`config.mk`:
```
export PLATFORM = sky130hd
export DESIGN_NAME = fft_ctrl_param_flat
export DESIGN_NICKNAME = d
export VERILOG_FILES = /design/src/rtl/fft_pkg.sv /design/src/rtl/fft_ctrl_param_if.sv /design/src/rtl/fft_addr_gen.sv /design/src/rtl/fft_ctrl_param.sv /design/src/flat_wrapper.sv
export SDC_FILE = /design/constraint.sdc
export NUM_CORES = 1
export LEC_CHECK = 0
export BUFFER_PORTS_ARGS = -buffer_cell sky130_fd_sc_hd__buf_2
export CAP_MARGIN = 30
export CORE_MARGIN = 8
export CORE_UTILIZATION = 56
export CTS_BUF_LIST = sky130_fd_sc_hd__clkbuf_16
export CTS_CLUSTER_SIZE = 28
export DETAILED_ROUTE_END_ITERATION = 16
export PLACE_DENSITY = 0.8
export SYNTH_ARGS = -nofsm -noshare
export SYNTH_HDL_FRONTEND = slang
export SYNTH_HIERARCHICAL = 1
export SYNTH_SLANG_ARGS = --single-unit
export TNS_END_PERCENT = 5
```
`constraint.sdc`:
```
create_clock -name clk_100 -period 4.6 [get_ports clk_100]
set_input_delay 0.46 -clock clk_100 [delete_from_list [all_inputs] [get_ports clk_100]]
set_output_delay 0.46 -clock clk_100 [all_outputs]
set_load 0.01 [all_outputs]
```
`src/rtl/fft_pkg.sv`:
```
// ---------------------------------------------------------------------------
// fft_pkg
// Shared types and helpers for the FFT sequencing blocks.
//   state_t         : controller FSM states
//   SEL_*           : phase-select codes presented to the datapath
//   BITREV_MAXW     : widest address the bit-reverse helper supports
//   bitrev(v, w)    : reverse the low w bits of v (upper result bits zero)
// ---------------------------------------------------------------------------
package fft_pkg;

  typedef enum logic [2:0] {
    IDLE   = 3'd0,
    LOAD   = 3'd1,
    ISSUE  = 3'd2,
    DRAIN  = 3'd3,
    UNLOAD = 3'd4
  } state_t;

  localparam logic [1:0] SEL_IDLE = 2'd0;
  localparam logic [1:0] SEL_LOAD = 2'd1;
  localparam logic [1:0] SEL_COMP = 2'd2;
  localparam logic [1:0] SEL_UNLD = 2'd3;

  localparam int BITREV_MAXW = 10;

  // Reverse the full BITREV_MAXW-bit word, then shift down so the reversed
  // low 'width' bits land in [width-1:0]. Bits above 'width' in v are
  // expected to be zero; they fall off the bottom during the shift.
  function automatic logic [BITREV_MAXW-1:0] bitrev(
    input logic [BITREV_MAXW-1:0] v,
    input int                     width
  );
    logic [BITREV_MAXW-1:0] r;
    for (int i = 0; i < BITREV_MAXW; i++) begin
      r[BITREV_MAXW-1-i] = v[i];
    end
    return r >> (BITREV_MAXW - width);
  endfunction

endpackage

```
`src/rtl/fft_ctrl_param_if.sv`:
```
// ---------------------------------------------------------------------------
// fft_ctrl_param_if
// Bundles the sample-side handshake and the datapath control bus of the FFT
// controller.
//   master : the controller (drives busy/SEL/addresses/strobes, receives
//            start, in_valid, out_ready)
//   slave  : the surrounding system (sample source/sink plus datapath)
// ---------------------------------------------------------------------------
interface fft_ctrl_param_if #(
  parameter int LOG2N = 5
) ();

  logic             start;
  logic             in_valid;
  logic             out_ready;
  logic             busy;
  logic [1:0]       SEL;
  logic [LOG2N-1:0] enable;
  logic             load_we;
  logic [LOG2N-1:0] load_addr;
  logic             bf_issue;
  logic [LOG2N-1:0] addr_a;
  logic [LOG2N-1:0] addr_b;
  logic [LOG2N-2:0] tw_addr;
  logic             wb_we;
  logic [LOG2N-1:0] wb_addr_a;
  logic [LOG2N-1:0] wb_addr_b;
  logic             out_valid;
  logic [LOG2N-1:0] out_addr;
  logic             done;

  modport master (
    input  start, in_valid, out_ready,
    output busy, SEL, enable, load_we, load_addr,
    output bf_issue, addr_a, addr_b, tw_addr,
    output wb_we, wb_addr_a, wb_addr_b,
    output out_valid, out_addr, done
  );

  modport slave (
    output start, in_valid, out_ready,
    input  busy, SEL, enable, load_we, load_addr,
    input  bf_issue, addr_a, addr_b, tw_addr,
    input  wb_we, wb_addr_a, wb_addr_b,
    input  out_valid, out_addr, done
  );

endinterface

```
`src/rtl/fft_addr_gen.sv`:
```
// ---------------------------------------------------------------------------
// fft_addr_gen
// Combinational radix-2 DIT butterfly address generator.
//   s       in  : stage index, 0..LOG2N-1
//   k       in  : butterfly index within the stage, 0..N/2-1
//   addr_a  out : upper operand address = grp*2*half + pos
//   addr_b  out : lower operand address = addr_a + half
//   tw_addr out : twiddle index         = pos << (LOG2N-1-s)
// with half = 2**s, pos = k mod half, grp = k div half.
// ---------------------------------------------------------------------------
module fft_addr_gen
  import fft_pkg::*;
#(
  parameter int LOG2N = 5,
  parameter int SW    = $clog2(LOG2N)
) (
  input  logic [SW-1:0]    s,
  input  logic [LOG2N-1:0] k,
  output logic [LOG2N-1:0] addr_a,
  output logic [LOG2N-1:0] addr_b,
  output logic [LOG2N-2:0] tw_addr
);

  logic [LOG2N-1:0] half;
  logic [LOG2N-1:0] pos;
  logic [LOG2N-1:0] grp;

  always_comb begin
    half = LOG2N'(1) << s;
    pos  = k & (half - LOG2N'(1));
    grp  = k >> s;
    // Shift in two steps: s+1 can overflow the SW-bit stage field.
    addr_a = ((grp << s) << 1) | pos;
    // Bit s of addr_a is always clear, so OR is the same as adding half.
    addr_b = addr_a | half;
    // pos < 2**s, so the shifted value always fits in LOG2N-1 bits.
    tw_addr = (LOG2N-1)'(pos << (LOG2N - 1 - int'(s)));
  end

endmodule

```
`src/rtl/fft_ctrl_param.sv`:
```
// ---------------------------------------------------------------------------
// fft_ctrl_param
// Frame sequencer for a radix-2 DIT FFT of N = 2**LOG2N points sharing one
// butterfly/memory datapath. A frame runs bit-reversed LOAD, LOG2N stages of
// ISSUE (N/2 butterflies) + DRAIN (BF_LAT idle cycles), then in-order UNLOAD.
//   clk_100 in : system clock, rising edge
//   rst     in : synchronous active-high reset
//   bus     -- : fft_ctrl_param_if.master
//                 start/in_valid/out_ready in; busy, SEL, enable, load_we,
//                 load_addr, bf_issue, addr_a/b, tw_addr, wb_we,
//                 wb_addr_a/b, out_valid, out_addr, done out
// Outputs are flops loaded from the next-state values, so each output
// describes the state the controller is in during that cycle. load_we is the
// one exception: it is in_valid gated by the registered LOAD state, since it
// must follow the sample strobe in the same cycle.
// ---------------------------------------------------------------------------
module fft_ctrl_param
  import fft_pkg::*;
#(
  parameter int LOG2N  = 5,
  parameter int BF_LAT = 2
) (
  input  logic             clk_100,
  input  logic             rst,
  fft_ctrl_param_if.master bus
);

  localparam int N  = 1 << LOG2N;
  localparam int SW = $clog2(LOG2N);
  localparam int DW = (BF_LAT > 1) ? $clog2(BF_LAT) : 1;
  localparam int PW = 1 + 2 * LOG2N;

  localparam logic [LOG2N-1:0] CNT_LAST = LOG2N'(N - 1);
  localparam logic [LOG2N-1:0] K_LAST   = LOG2N'(N / 2 - 1);
  localparam logic [SW-1:0]    S_LAST   = SW'(LOG2N - 1);
  localparam logic [DW-1:0]    D_LAST   = DW'(BF_LAT - 1);

  // FSM and counters. cnt is shared by LOAD and UNLOAD; they never overlap.
  state_t           state_q, state_d;
  logic [LOG2N-1:0] cnt_q, cnt_d;
  logic [LOG2N-1:0] k_q, k_d;
  logic [SW-1:0]    s_q, s_d;
  logic [DW-1:0]    dr_q, dr_d;

  // Registered outputs.
  logic             busy_q, busy_d;
  logic [1:0]       sel_q, sel_d;
  logic [LOG2N-1:0] enable_q, enable_d;
  logic [LOG2N-1:0] load_addr_q, load_addr_d;
  logic             bf_issue_q, bf_issue_d;
  logic [LOG2N-1:0] addr_a_q, addr_a_d;
  logic [LOG2N-1:0] addr_b_q, addr_b_d;
  logic [LOG2N-2:0] tw_addr_q, tw_addr_d;
  logic             out_valid_q, out_valid_d;
  logic [LOG2N-1:0] out_addr_q, out_addr_d;
  logic             done_q, done_d;

  // Butterfly addresses for the (stage, k) pair about to be presented.
  logic [LOG2N-1:0] gen_a;
  logic [LOG2N-1:0] gen_b;
  logic [LOG2N-2:0] gen_tw;

  fft_addr_gen #(
    .LOG2N (LOG2N),
    .SW    (SW)
  ) u_addr_gen (
    .s       (s_d),
    .k       (k_d),
    .addr_a  (gen_a),
    .addr_b  (gen_b),
    .tw_addr (gen_tw)
  );

  // -------------------------------------------------------------------------
  // Next-state logic
  // -------------------------------------------------------------------------
  always_comb begin
    state_d = state_q;
    cnt_d   = cnt_q;
    k_d     = k_q;
    s_d     = s_q;
    dr_d    = dr_q;
    done_d  = 1'b0;

    case (state_q)
      IDLE: begin
        if (bus.start) begin
          state_d = LOAD;
          cnt_d   = '0;
        end
      end

      LOAD: begin
        if (bus.in_valid) begin
          if (cnt_q == CNT_LAST) begin
            state_d = ISSUE;
            cnt_d   = '0;
            s_d     = '0;
            k_d     = '0;
          end else begin
            cnt_d = cnt_q + LOG2N'(1);
          end
        end
      end

      ISSUE: begin
        if (k_q == K_LAST) begin
          state_d = DRAIN;
          k_d     = '0;
          dr_d    = '0;
        end else begin
          k_d = k_q + LOG2N'(1);
        end
      end

      // Hold off the next stage until the last write-back of this one has
      // left the butterfly pipeline.
      DRAIN: begin
        if (dr_q == D_LAST) begin
          dr_d = '0;
          if (s_q == S_LAST) begin
            state_d = UNLOAD;
            s_d     = '0;
            cnt_d   = '0;
          end else begin
            state_d = ISSUE;
            s_d     = s_q + SW'(1);
            k_d     = '0;
          end
        end else begin
          dr_d = dr_q + DW'(1);
        end
      end

      UNLOAD: begin
        if (bus.out_ready) begin
          if (cnt_q == CNT_LAST) begin
            state_d = IDLE;
            cnt_d   = '0;
            done_d  = 1'b1;
          end else begin
            cnt_d = cnt_q + LOG2N'(1);
          end
        end
      end

      default: begin
        state_d = IDLE;
      end
    endcase
  end

  // -------------------------------------------------------------------------
  // Output decode from the next state (loaded into the output flops)
  // -------------------------------------------------------------------------
  always_comb begin
    busy_d      = (state_d != IDLE);
    sel_d       = SEL_IDLE;
    enable_d    = '0;
    load_addr_d = '0;
    bf_issue_d  = 1'b0;
    addr_a_d    = '0;
    addr_b_d    = '0;
    tw_addr_d   = '0;
    out_valid_d = 1'b0;
    out_addr_d  = '0;

    case (state_d)
      LOAD: begin
        sel_d       = SEL_LOAD;
        load_addr_d = LOG2N'(bitrev(BITREV_MAXW'(cnt_d), LOG2N));
      end
      ISSUE: begin
        sel_d      = SEL_COMP;
        enable_d   = LOG2N'(1) << s_d;
        bf_issue_d = 1'b1;
        addr_a_d   = gen_a;
        addr_b_d   = gen_b;
        tw_addr_d  = gen_tw;
      end
      DRAIN: begin
        sel_d    = SEL_COMP;
        enable_d = LOG2N'(1) << s_d;
      end
      UNLOAD: begin
        sel_d       = SEL_UNLD;
        out_valid_d = 1'b1;
        out_addr_d  = cnt_d;
      end
      default: begin
      end
    endcase
  end

  // -------------------------------------------------------------------------
  // Write-back delay line: stage 0 captures the issued butterfly, the last
  // stage is the write-back strobe, BF_LAT cycles after bf_issue.
  // -------------------------------------------------------------------------
  logic [BF_LAT-1:0][PW-1:0] wb_pipe_q;
  logic [BF_LAT-1:0][PW-1:0] wb_pipe_d;

  assign wb_pipe_d[0] = {bf_issue_q, addr_a_q, addr_b_q};

  for (genvar gi = 1; gi < BF_LAT; gi++) begin : g_wb_pipe
    assign wb_pipe_d[gi] = wb_pipe_q[gi-1];
  end

  // -------------------------------------------------------------------------
  // State, counter, output and delay-line registers
  // -------------------------------------------------------------------------
  always_ff @(posedge clk_100) begin
    if (rst) begin
      state_q     <= IDLE;
      cnt_q       <= '0;
      k_q         <= '0;
      s_q         <= '0;
      dr_q        <= '0;
      busy_q      <= 1'b0;
      sel_q       <= SEL_IDLE;
      enable_q    <= '0;
      load_addr_q <= '0;
      bf_issue_q  <= 1'b0;
      addr_a_q    <= '0;
      addr_b_q    <= '0;
      tw_addr_q   <= '0;
      out_valid_q <= 1'b0;
      out_addr_q  <= '0;
      done_q      <= 1'b0;
      wb_pipe_q   <= '0;
    end else begin
      state_q     <= state_d;
      cnt_q       <= cnt_d;
      k_q         <= k_d;
      s_q         <= s_d;
      dr_q        <= dr_d;
      busy_q      <= busy_d;
      sel_q       <= sel_d;
      enable_q    <= enable_d;
      load_addr_q <= load_addr_d;
      bf_issue_q  <= bf_issue_d;
      addr_a_q    <= addr_a_d;
      addr_b_q    <= addr_b_d;
      tw_addr_q   <= tw_addr_d;
      out_valid_q <= out_valid_d;
      out_addr_q  <= out_addr_d;
      done_q      <= done_d;
      wb_pipe_q   <= wb_pipe_d;
    end
  end

  assign bus.busy      = busy_q;
  assign bus.SEL       = sel_q;
  assign bus.enable    = enable_q;
  assign bus.load_we   = bus.in_valid & (state_q == LOAD);
  assign bus.load_addr = load_addr_q;
  assign bus.bf_issue  = bf_issue_q;
  assign bus.addr_a    = addr_a_q;
  assign bus.addr_b    = addr_b_q;
  assign bus.tw_addr   = tw_addr_q;
  assign bus.out_valid = out_valid_q;
  assign bus.out_addr  = out_addr_q;
  assign bus.done      = done_q;
  assign {bus.wb_we, bus.wb_addr_a, bus.wb_addr_b} = wb_pipe_q[BF_LAT-1];

endmodule

```
`src/flat_wrapper.sv`:
```
// flat-port wrapper written by rule: the top's interface ports become plain ports
module fft_ctrl_param_flat import fft_pkg::*;
#(
  parameter int LOG2N  = 5,
  parameter int BF_LAT = 2
)
  (clk_100, rst, bus_start, bus_in_valid, bus_out_ready, bus_busy, bus_SEL, bus_enable, bus_load_we, bus_load_addr, bus_bf_issue, bus_addr_a, bus_addr_b, bus_tw_addr, bus_wb_we, bus_wb_addr_a, bus_wb_addr_b, bus_out_valid, bus_out_addr, bus_done);
  fft_ctrl_param_if #(.LOG2N(LOG2N)) bus_i ();
  input  logic clk_100;
  input  logic rst;
  input wire logic [$bits(bus_i.start)-1:0] bus_start;
  input wire logic [$bits(bus_i.in_valid)-1:0] bus_in_valid;
  input wire logic [$bits(bus_i.out_ready)-1:0] bus_out_ready;
  output wire logic [$bits(bus_i.busy)-1:0] bus_busy;
  output wire logic [$bits(bus_i.SEL)-1:0] bus_SEL;
  output wire logic [$bits(bus_i.enable)-1:0] bus_enable;
  output wire logic [$bits(bus_i.load_we)-1:0] bus_load_we;
  output wire logic [$bits(bus_i.load_addr)-1:0] bus_load_addr;
  output wire logic [$bits(bus_i.bf_issue)-1:0] bus_bf_issue;
  output wire logic [$bits(bus_i.addr_a)-1:0] bus_addr_a;
  output wire logic [$bits(bus_i.addr_b)-1:0] bus_addr_b;
  output wire logic [$bits(bus_i.tw_addr)-1:0] bus_tw_addr;
  output wire logic [$bits(bus_i.wb_we)-1:0] bus_wb_we;
  output wire logic [$bits(bus_i.wb_addr_a)-1:0] bus_wb_addr_a;
  output wire logic [$bits(bus_i.wb_addr_b)-1:0] bus_wb_addr_b;
  output wire logic [$bits(bus_i.out_valid)-1:0] bus_out_valid;
  output wire logic [$bits(bus_i.out_addr)-1:0] bus_out_addr;
  output wire logic [$bits(bus_i.done)-1:0] bus_done;
  assign bus_i.start = bus_start;
  assign bus_i.in_valid = bus_in_valid;
  assign bus_i.out_ready = bus_out_ready;
  assign bus_busy = bus_i.busy;
  assign bus_SEL = bus_i.SEL;
  assign bus_enable = bus_i.enable;
  assign bus_load_we = bus_i.load_we;
  assign bus_load_addr = bus_i.load_addr;
  assign bus_bf_issue = bus_i.bf_issue;
  assign bus_addr_a = bus_i.addr_a;
  assign bus_addr_b = bus_i.addr_b;
  assign bus_tw_addr = bus_i.tw_addr;
  assign bus_wb_we = bus_i.wb_we;
  assign bus_wb_addr_a = bus_i.wb_addr_a;
  assign bus_wb_addr_b = bus_i.wb_addr_b;
  assign bus_out_valid = bus_i.out_valid;
  assign bus_out_addr = bus_i.out_addr;
  assign bus_done = bus_i.done;
  fft_ctrl_param #(.LOG2N(LOG2N), .BF_LAT(BF_LAT)) u_core (.clk_100(clk_100), .rst(rst), .bus(bus_i));
endmodule
```
==> results of run 1 <==
metal layers:
layer,wire [microns],GRT usage (%),up-vias
li1,-,-,1231
met1,2970,18.7,1124
met2,3300,27.9,47
met3,340,4.89,8
met4,108,8.05,0
met5,0,0,-
worst paths after layout:
path | startpoint | end
max | u_core/cnt_q[1] | u_core/bus.tw_addr[2]
min | u_core/wb_pipe_d[13] | u_core/bus.wb_addr_b[2]
min reg2reg | u_core/wb_pipe_d[13] | u_core/bus.wb_addr_b[2]
max reg2reg | u_core/cnt_q[1] | u_core/bus.tw_addr[2]
worst reg2reg max path, stage by stage, from the launching register on:
cell                       delay (ns)
sky130_fd_sc_hd__dfxtp_1         0.39
sky130_fd_sc_hd__ha_1            0.21
sky130_fd_sc_hd__and3_1          0.17
sky130_fd_sc_hd__ha_1            0.23
sky130_fd_sc_hd__and3b_1         0.22
sky130_fd_sc_hd__o21ai_2         0.09
sky130_fd_sc_hd__mux2i_2         0.28
sky130_fd_sc_hd__inv_2           0.17
sky130_fd_sc_hd__inv_1           0.16
sky130_fd_sc_hd__ha_1            0.22
sky130_fd_sc_hd__ha_1            0.22
sky130_fd_sc_hd__inv_1           0.08
sky130_fd_sc_hd__ha_1            0.26
sky130_fd_sc_hd__nand2b_1        0.17
sky130_fd_sc_hd__or2_2           0.28
sky130_fd_sc_hd__a21o_1          0.17
sky130_fd_sc_hd__a221oi_2        0.25
sky130_fd_sc_hd__nand2_1         0.07
sky130_fd_sc_hd__nor2_1          0.11
state kept, by name, summed over array words and instances (netlist names):
signal	count
u_core/bus.out_valid	1
u_core/dr_q	1
u_core/bus.done	1
u_core/bus.addr_b	5
u_core/bus.wb_addr_a	5
u_core/k_q	5
u_core/bus.out_addr	5
u_core/s_q	3
u_core/bus.wb_we	1
u_core/wb_pipe_d	11
u_core/cnt_q	5
u_core/bus.addr_a	5
u_core/bus.busy	1
u_core/bus.bf_issue	1
u_core/bus.load_addr	5
u_core/bus.enable	5
u_core/state_q	3
u_core/bus.tw_addr	4
u_core/bus.wb_addr_b	5
u_core/bus.SEL	2
placed cells by master (no fill, tap or decap), types with 3 or more instances in the layout:
master / instances
sky130_fd_sc_hd__dfxtp_1: 74
sky130_fd_sc_hd__buf_2: 51
sky130_fd_sc_hd__nor2_1: 28
sky130_fd_sc_hd__nand2_1: 28
sky130_fd_sc_hd__nor2b_1: 26
sky130_fd_sc_hd__inv_1: 14
sky130_fd_sc_hd__o21ai_0: 12
sky130_fd_sc_hd__ha_1: 12
sky130_fd_sc_hd__a31oi_1: 11
sky130_fd_sc_hd__a21oi_1: 10
sky130_fd_sc_hd__clkbuf_16: 9
sky130_fd_sc_hd__nand2b_1: 8
sky130_fd_sc_hd__nand3_1: 6
sky130_fd_sc_hd__nor4_1: 4
sky130_fd_sc_hd__clkinvlp_4: 3
sky130_fd_sc_hd__inv_2: 3
sky130_fd_sc_hd__nand3b_1: 3
sky130_fd_sc_hd__nor3_1: 3
sky130_fd_sc_hd__a211oi_1: 3
sky130_fd_sc_hd__nand2_2: 3
sky130_fd_sc_hd__or3_1: 3
sky130_fd_sc_hd__xnor2_1: 3
where the power goes:
part           switching, mW  internal, mW
Clock                  0.277         0.373
Sequential           0.00140         0.644
Combinational         0.0234        0.0125
synthesized netlist by cell type, types with 4 or more instances:
cell / instances / area, sq um
sky130_fd_sc_hd__a21oi_1: 10 / 50.1
sky130_fd_sc_hd__a31oi_1: 11 / 68.8
sky130_fd_sc_hd__buf_2: 5 / 25.0
sky130_fd_sc_hd__buf_4: 12 / 90.1
sky130_fd_sc_hd__dfxtp_1: 74 / 1480
sky130_fd_sc_hd__ha_1: 12 / 150
sky130_fd_sc_hd__inv_1: 14 / 52.6
sky130_fd_sc_hd__nand2_1: 28 / 105
sky130_fd_sc_hd__nand2b_1: 8 / 50.1
sky130_fd_sc_hd__nand3_1: 6 / 30.0
sky130_fd_sc_hd__nor2_1: 28 / 105
sky130_fd_sc_hd__nor2b_1: 26 / 163
sky130_fd_sc_hd__nor4_1: 4 / 25.0
sky130_fd_sc_hd__o21ai_0: 12 / 60.1
cells by family after synthesis:
kind of cell / after synthesis / synth area share [%]
AOI/OAI and AO/OA: 63 / 14.8
xor gates and xnor gates: 4 / 1.09
adders and majority gates: 12 / 4.65
buffers and inverters: 42 / 7.17
DFF: 74 / 45.9
muxes: 4 / 1.59
and+or+nand+nor: 138 / 24.8
final cells by class:
type / count / area share, %
inverter: 18 / 1.82
clock buffer: 9 / 6.07
timing repair buffer: 53 / 7.29
multi-input combinational: 221 / 40.8
tap: 72 / 2.43
sequential: 74 / 39.9
clock inverter: 7 / 1.62
through the flow:
| stage | util, % | total power [mW] | hold WS, ns | setup slack (ns) | area, sq um |
|---|---|---|---|---|---|
| 2_1_floorplan | - | 0.687 | 0.414 | 1.23 | 3230 |
| 3_3_place_gp | 61.8 | 0.694 | 0.418 | 1.03 | 3420 |
| 3_5_place_dp | 61.8 | 0.695 | 0.423 | 0.878 | 3420 |
| 4_1_cts | 66.9 | 1.34 | 0.429 | 0.833 | 3710 |
| 5_1_grt | 66.9 | 1.38 | 0.450 | 0.461 | 3710 |
| 6_report | 66.9 | 1.33 | 0.436 | 0.787 | 3710 |
==> metrics.json, run 1 <==
{
  "cts": {
    "cts_tree": "built",
    "clock_tree.htree_level_count": 3,
    "clock_insertion_delay_worst_skew_ns": 0.33,
    "cts-buffers-inserted": 9,
    "holdBufCountCts": 0,
    "number_of_clock_sinks_seen_by_cts": 74,
    "clk_pin_slew_worst_paths_ns": 0.06,
    "cts.root.buffer_cell": "sky130_fd_sc_hd__clkbuf_16",
    "clockBufferDepth": 2,
    "cts_resized": 0,
    "post-cts-setup-buffer-count": 0
  },
  "die": {
    "chipWidth_microns": 91.9,
    "design.die.area_sq_um": 8450,
    "ioPinCount": 52,
    "die_h_microns": 91.9,
    "fp.coreArea_sq_um": 5540,
    "start_util_pct": 58.2,
    "row_count": 27
  },
  "setup_path": {
    "critical_path_data_required_time_ns": 4.86,
    "worst-path-max-fanout": 12,
    "cp.depth": 18,
    "worst_ep_arrival_time_ns": 4.07,
    "critical-path-top-cell-by-count": "sky130_fd_sc_hd__ha_1",
    "worst-path-buf-inv": 3,
    "crit_path_cells": "ha_1 -> and3_1 -> ha_1 -> and3b_1 -> o21ai_2 -> mux2i_2 -> inv_2 -> inv_1 -> ha_1 -> ha_1 -> inv_1 -> ha_1 -> nand2b_1 -> or2_2 -> a21o_1 -> a221oi_2 -> nand2_1 -> nor2_1",
    "crit_path_start_kind": "register",
    "critical_path.endpoint_type": "register",
    "reg2reg_slack_ns": 0.79,
    "worst-setup-path-type": "reg -> reg",
    "kind_of_cell_adding_the_most_delay_to_the_critical_path": "adder cells",
    "critical-path-max-stage-delay_ns": 0.39,
    "crit_path_top_delay_cell": "sky130_fd_sc_hd__dfxtp_1",
    "worst_r2r_path_depth": 18
  },
  "placement": {
    "dp_hpwl_microns": 4650,
    "finalWeightedCongestion": 0.937,
    "post-place-cells": 438,
    "portBuffers": 51
  },
  "final_layout": {
    "final-seq-area_sq_um": 1480,
    "num_antenna_cells": 0,
    "synthToLayoutAreaGrowth_pct": 14.9,
    "layoutNonFillerInstCount": 454,
    "multi_input_comb_area_sq_um": 1510,
    "net_total_in_the_final_layout": 394,
    "fill_cells": 459,
    "drive_gt1_share_pct": 27.0
  },
  "power_and_ir_drop": {
    "ir_drop_mv": 0.231,
    "p_leak_nw": 1.62,
    "power_per_cell_area_nw_per_um2": 359
  },
  "worst_hold_path": {
    "whs_path_depth": 1,
    "hold_path_class": "reg -> reg"
  },
  "global_routing": {
    "grt_pass1_wl_microns": 11300,
    "initial_antenna_violation_count": 0,
    "first_global_vias": 2364,
    "pin_count_of_the_biggest_net_entering_global_routing": 43,
    "grt_use_total_pct": 16.6,
    "grt_remaining_overflow": 0
  },
  "yosys": {
    "postSynthNetCount": 354,
    "synth.avg_cell_area_sq_um": 9.58,
    "synth.yosys.seq_area_share_pct": 45.9,
    "synth_top_flop_cell": "sky130_fd_sc_hd__dfxtp_1",
    "netlist_area_pre_place_sq_um": 3230,
    "synth.yosys.warnings": 6,
    "synth_cell_type_count": 70,
    "synth_async_sr_flop_share_pct": 0,
    "synth_edf_count": 0,
    "ys_ff_latch": 74,
    "postSynthCellCount": 337
  },
  "sta": {
    "fin_crit_sh_pct": 82.9,
    "worst_pin_slew_ns": 0.953,
    "max_clock_freq_mhz": 262,
    "timing.slew.headroom_pct": 36.1,
    "finClkSkew_ns": 0.00861,
    "slew_viol_final": 0,
    "setup_violations": 0,
    "min_period_ns": 3.81,
    "setup_repair_after_global_routing_missed_its_margin": "false",
    "timing_hold_violations_final": 0,
    "fin_tns_setup_ns": 0
  },
  "routing": {
    "drt.antenna.violating_nets": 0,
    "drt_first_iter_violations": 255,
    "postRouteWirelength_microns": 6720,
    "drt_drc_violations_left": 0,
    "drt-pass1-iter-count": 4,
    "routed-via-count": 2410,
    "routed_via_density": 5.31,
    "routedWlPerCell_microns": 14.8
  },
  "run_status": {
    "status": "finished, final reports clean"
  },
  "flow_run": {
    "drv.max_cap_violation_count": 0
  }
}
Power figures use the tool's default switching activity.
==> run 2, diff against run 1 <==
ABC_AREA = 1   (was unset)
clock period = 3.6 ns   (was 4.6 ns; I/O delays follow)
==> run 2 against run 1 <==
Flip-flop and latch count unchanged. Cell area rose by 8.1%. Clock power rose by 40%. Register-to-register slack got worse by 0.52 ns. Worst hold slack got worse by 0.036 ns. Routed wire length up 18%.
==> metrics.json, run 2 <==
{
  "yosys": {
    "post_synth_mux_area_share": {"value": 0.291, "unit": "%", "change": "-1.3 points"},
    "xor_xnor_cell_area_share_of_the_yosys_netlist": {"value": 0.254, "unit": "%", "change": "-0.83 points"},
    "synthDominantAreaCellType": "sky130_fd_sc_hd__dfxtp_1",
    "synth_cell_type_count": {"value": 37, "change": "-47%"},
    "synth.yosys.warnings": {"value": 6, "change": "unchanged"},
    "synth_async_sr_flop_share": {"value": 0, "unit": "%", "change": "unchanged"},
    "synth_top_flop_cell": "sky130_fd_sc_hd__dfxtp_1",
    "synth.yosys.seq_area_share": {"value": 43.0, "unit": "%", "change": "-2.9 points"},
    "synth_top_family_by_area": "simple AND/OR/NAND/NOR gates",
    "synth.avg_cell_area": {"value": 7.19, "unit": "sq um", "change": "-25%"},
    "share_of_synthesized_cell_area_in_full_adder_half_adder_and_majority_cells": {"value": 4.36, "unit": "%", "change": "-0.29 points"},
    "postSynthNetCount": {"value": 496, "change": "+40%"},
    "simple_gate_area_share_of_the_yosys_netlist": {"value": 30.7, "unit": "%", "change": "+5.9 points"},
    "synth_compound_gate_area_share": {"value": 7.99, "unit": "%", "change": "-6.8 points"},
    "synth_top_cells_by_count": "97 x sky130_fd_sc_hd__nand2_1, 84 x sky130_fd_sc_hd__inv_1, 74 x sky130_fd_sc_hd__dfxtp_1",
    "synth_area_leaders": "sky130_fd_sc_hd__dfxtp_1 43%, sky130_fd_sc_hd__nand2_1 11%, sky130_fd_sc_hd__inv_1 9.2%",
    "synth_edf_count": {"value": 0, "change": "unchanged"},
    "netlist_area_pre_place": {"value": 3440, "unit": "sq um", "change": "+6.7%"},
    "synthMostInstantiatedCell": "sky130_fd_sc_hd__nand2_1",
    "synth_top_cell_area_share": {"value": 43.0, "unit": "%", "change": "-2.9 points"},
    "ys_ff_latch": {"value": 74, "change": "unchanged"},
    "postSynthCellCount": {"value": 479, "change": "+42%"}
  },
  "routing": {
    "routedWlPerCell": {"value": 13.1, "unit": "microns", "change": "-11%"},
    "postRouteWirelength": {"value": 7930, "unit": "microns", "change": "+18%"},
    "routed_via_density": {"value": 4.99, "change": "-6.0%"},
    "drt_drc_violations_left": {"value": 0, "change": "unchanged"},
    "drt_first_iter_violations": {"value": 181, "change": "-29%"},
    "drt-pass1-iter-count": {"value": 5, "change": "+1"},
    "drt.antenna.violating_nets": {"value": 0, "change": "unchanged"},
    "routed-via-count": {"value": 3019, "change": "+25%"}
  },
  "final_layout": {
    "num_antenna_cells": {"value": 0, "change": "unchanged"},
    "largest_reg_flops": {"value": 11, "change": "unchanged"},
    "synthToLayoutAreaGrowth_pct": 16.4,
    "fill_cells": {"value": 508, "change": "+11%"},
    "net_total_in_the_final_layout": {"value": 542, "change": "+38%"},
    "layoutNonFillerInstCount": {"value": 605, "change": "+33%"},
    "mostFrequentLayoutCells": "97 x sky130_fd_sc_hd__nand2_1, 83 x sky130_fd_sc_hd__inv_1, 72 x sky130_fd_sc_hd__dfxtp_1",
    "drive_gt1_share": {"value": 18.9, "unit": "%", "change": "-8.1 points"},
    "layout_commonest_cell": "sky130_fd_sc_hd__nand2_1",
    "layout.core_utilization": {"value": 67.7, "unit": "%", "change": "+0.79 points"}
  },
  "power_and_ir_drop": {
    "power.share.sequential": {"value": 45.9, "unit": "%", "change": "-2.6 points"},
    "p_leak": {"value": 1.96, "unit": "nW", "change": "+21%"},
    "intPower": {"value": 1.39, "unit": "mW", "change": "+35%"},
    "comb_power_share": {"value": 3.8, "unit": "%", "change": "+1.1 points"},
    "clock_power_share": {"value": 50.3, "unit": "%", "change": "+1.5 points"},
    "power_per_cell_area": {"value": 452, "unit": "nW/um^2", "change": "+26%"},
    "power.share.switching": {"value": 23.1, "unit": "%", "change": "+0.44 points"},
    "total_power": {"value": 1.81, "unit": "mW", "change": "+36%"},
    "ir_drop": {"value": 0.434, "unit": "mV", "change": "+88%"},
    "net_load_switching_power": {"value": 0.419, "unit": "mW", "change": "+39%"}
  },
  "global_routing": {
    "initial_antenna_violation_count": {"value": 0, "change": "unchanged"},
    "grt_remaining_overflow": {"value": 0, "change": "unchanged"},
    "met1_usage": {"value": 20.9, "unit": "%", "change": "+2.2 points"},
    "pin_count_of_the_biggest_net_entering_global_routing": {"value": 37, "change": "-14%"},
    "grt_pass1_wl": {"value": 12800, "unit": "microns", "change": "+13%"},
    "grt.busiest_layer": "met2",
    "first_global_vias": {"value": 2797, "change": "+18%"},
    "grt_use_total": {"value": 18.1, "unit": "%", "change": "+1.5 points"},
    "grtUsageMet2": {"value": 31.3, "unit": "%", "change": "+3.4 points"},
    "met3_capacity_usage_during_global_routing": {"value": 5.24, "unit": "%", "change": "+0.35 points"}
  },
  "cts": {
    "cts_tree": "built",
    "clock_tree.htree_level_count": {"value": 3, "change": "unchanged"},
    "clk_pin_slew_worst_paths": {"value": 0.06, "unit": "ns", "change": "about the same"},
    "clockBufferDepth": {"value": 2, "change": "unchanged"},
    "number_of_clock_sinks_seen_by_cts": {"value": 74, "change": "unchanged"},
    "clock_insertion_delay_worst_skew": {"value": 0.33, "unit": "ns", "change": "about the same"},
    "cts-buffers-inserted": {"value": 9, "change": "unchanged"},
    "holdBufCountCts": {"value": 0, "change": "unchanged"},
    "cts.root.buffer_cell": "sky130_fd_sc_hd__clkbuf_16"
  },
  "sta": {
    "timing.slew.headroom": {"value": 50.5, "unit": "%", "change": "+14 points"},
    "worst_pin_slew": {"value": 0.743, "unit": "ns", "change": "-0.210 ns"},
    "max_clock_freq": {"value": 300, "unit": "MHz", "change": "+14%"},
    "setup_violations": {"value": 0, "change": "unchanged"},
    "final_critical_path_setup_slack": {"value": 0.265, "unit": "ns", "change": "-0.522 ns"},
    "min_period": {"value": 3.33, "unit": "ns", "change": "-0.478 ns"},
    "timing_hold_violations_final": {"value": 0, "change": "unchanged"},
    "finClkSkew": {"value": 0.00856, "unit": "ns", "change": "-0.0000491 ns"},
    "fin_crit_sh": {"value": 92.6, "unit": "%", "change": "+9.7 points"},
    "slew_viol_final": {"value": 0, "change": "unchanged"},
    "fin_tns_setup": {"value": 0, "unit": "ns", "change": "unchanged"}
  },
  "worst_hold_path": {
    "hold_path_class": "reg -> reg"
  },
  "setup_path": {
    "critical_path.endpoint_type": "register",
    "worst-path-max-fanout": {"value": 8, "change": "-4"},
    "critical_path_data_required_time": {"value": 3.87, "unit": "ns", "change": "-0.99 ns"},
    "crit_path_start_kind": "register",
    "worst_ep_arrival_time": {"value": 3.61, "unit": "ns", "change": "-0.46 ns"},
    "worst-setup-path-type": "reg -> reg"
  },
  "flow_run": {
    "drv.max_cap_violation_count": {"value": 0, "change": "unchanged"}
  },
  "placement": {
    "dp_hpwl": {"value": 5650, "unit": "microns", "change": "+22%"},
    "detailedPlace.worstSlack": {"value": 0.254, "unit": "ns", "change": "-0.623 ns"},
    "portBuffers": {"value": 51, "change": "unchanged"},
    "post-place-cells": {"value": 589, "change": "+34%"},
    "finalWeightedCongestion": {"value": 0.932, "change": "-0.53%"}
  },
  "die": {
    "row_count": {"value": 28, "change": "+3.7%"},
    "start_util": {"value": 58.2, "unit": "%", "change": "-0.065 points"},
    "die_h": {"value": 94.4, "unit": "microns", "change": "+2.7%"},
    "ioPinCount": {"value": 52, "change": "unchanged"},
    "fp.coreArea": {"value": 5920, "unit": "sq um", "change": "+6.9%"},
    "chipWidth": {"value": 94.4, "unit": "microns", "change": "+2.7%"},
    "design.die.area": {"value": 8920, "unit": "sq um", "change": "+5.6%"}
  },
  "run_status": {
    "status": "finished, final reports clean"
  }
}
[run 2: power by group through the flow]
stage | logic, mW | registers, mW | clock network [mW]
after floorplan | 0.0470 | 0.849 | 0
after global placement | 0.0655 | 0.849 | 0
after detailed placement | 0.0654 | 0.849 | 0
after CTS | 0.0665 | 0.831 | 0.924
after global routing | 0.0760 | 0.832 | 0.962
final | 0.0691 | 0.832 | 0.911
[run 2: cell families (layout without fill, tap and decap cells)]
logic type               count (synthesis)  in the layout
AND/OR/NAND/NOR                        233            233
buffers and inverters                  109            160
flip-flops                              74             74
AO/OA/AOI/OAI                           49             49
adder cells (fa/ha/maj)                 12             12
XOR/XNOR                                 1              1
multiplexers                             1              1
[run 2: area by class of cell]
type	instances	area [sq um]	area share, %
clock buffers	9	225	5.62
inverters	90	340	8.49
multi-input cells	296	1510	37.5
well taps	75	93.8	2.34
repair buffers	54	278	6.93
clock inverters	7	83.8	2.09
flip-flops and latches	74	1480	37.0
[run 2: worst paths after layout]
kind	startpoint	endpoint	slack (ns)	depth (start not counted)
min reg2reg	u_core/wb_pipe_d[14]	u_core/bus.wb_addr_b[3]	0.40	2
max	u_core/cnt_q[1]	u_core/bus.tw_addr[3]	0.27	20
max reg2reg	u_core/cnt_q[1]	u_core/bus.tw_addr[3]	0.27	20
min	u_core/wb_pipe_d[14]	u_core/bus.wb_addr_b[3]	0.40	2
[run 2: through the flow]
| step | hold WS (ns) | cell area (sq um) |
|---|---|---|
| final | 0.399 | 4010 |
| after global routing | 0.411 | 4010 |
| after CTS | 0.399 | 4000 |
| after detailed placement | 0.394 | 3690 |
| after global placement | 0.389 | 3690 |
| after floorplan | 0.388 | 3440 |
[run 2: per-layer routing]
layer	share of wire (%)	routed length [microns]
met1	43	3390
met2	49	3860
met3	7.4	584
met4	1.2	99
met5	0	0
[run 2: critical path: stages (launching register included)]
cell,delay [ns]
sky130_fd_sc_hd__dfxtp_2,0.42
sky130_fd_sc_hd__ha_1,0.26
sky130_fd_sc_hd__nand2_1,0.08
sky130_fd_sc_hd__nor2_1,0.11
sky130_fd_sc_hd__ha_1,0.25
sky130_fd_sc_hd__nand2_1,0.11
sky130_fd_sc_hd__a21oi_2,0.19
sky130_fd_sc_hd__o21ai_0,0.15
sky130_fd_sc_hd__inv_2,0.13
sky130_fd_sc_hd__ha_1,0.18
sky130_fd_sc_hd__ha_1,0.17
sky130_fd_sc_hd__inv_1,0.08
sky130_fd_sc_hd__ha_1,0.26
sky130_fd_sc_hd__or2_1,0.27
sky130_fd_sc_hd__o21ai_1,0.14
sky130_fd_sc_hd__nand2_1,0.09
sky130_fd_sc_hd__nand2_1,0.07
sky130_fd_sc_hd__nand2_1,0.05
sky130_fd_sc_hd__a21oi_1,0.11
sky130_fd_sc_hd__inv_1,0.06
sky130_fd_sc_hd__nor2_2,0.08
[run 2: timing repair]
action / CTS / global route
endpoints found under the setup margin: 0 / 2
buffers inserted: 0 / 0
gates resized for setup: 0 / 4
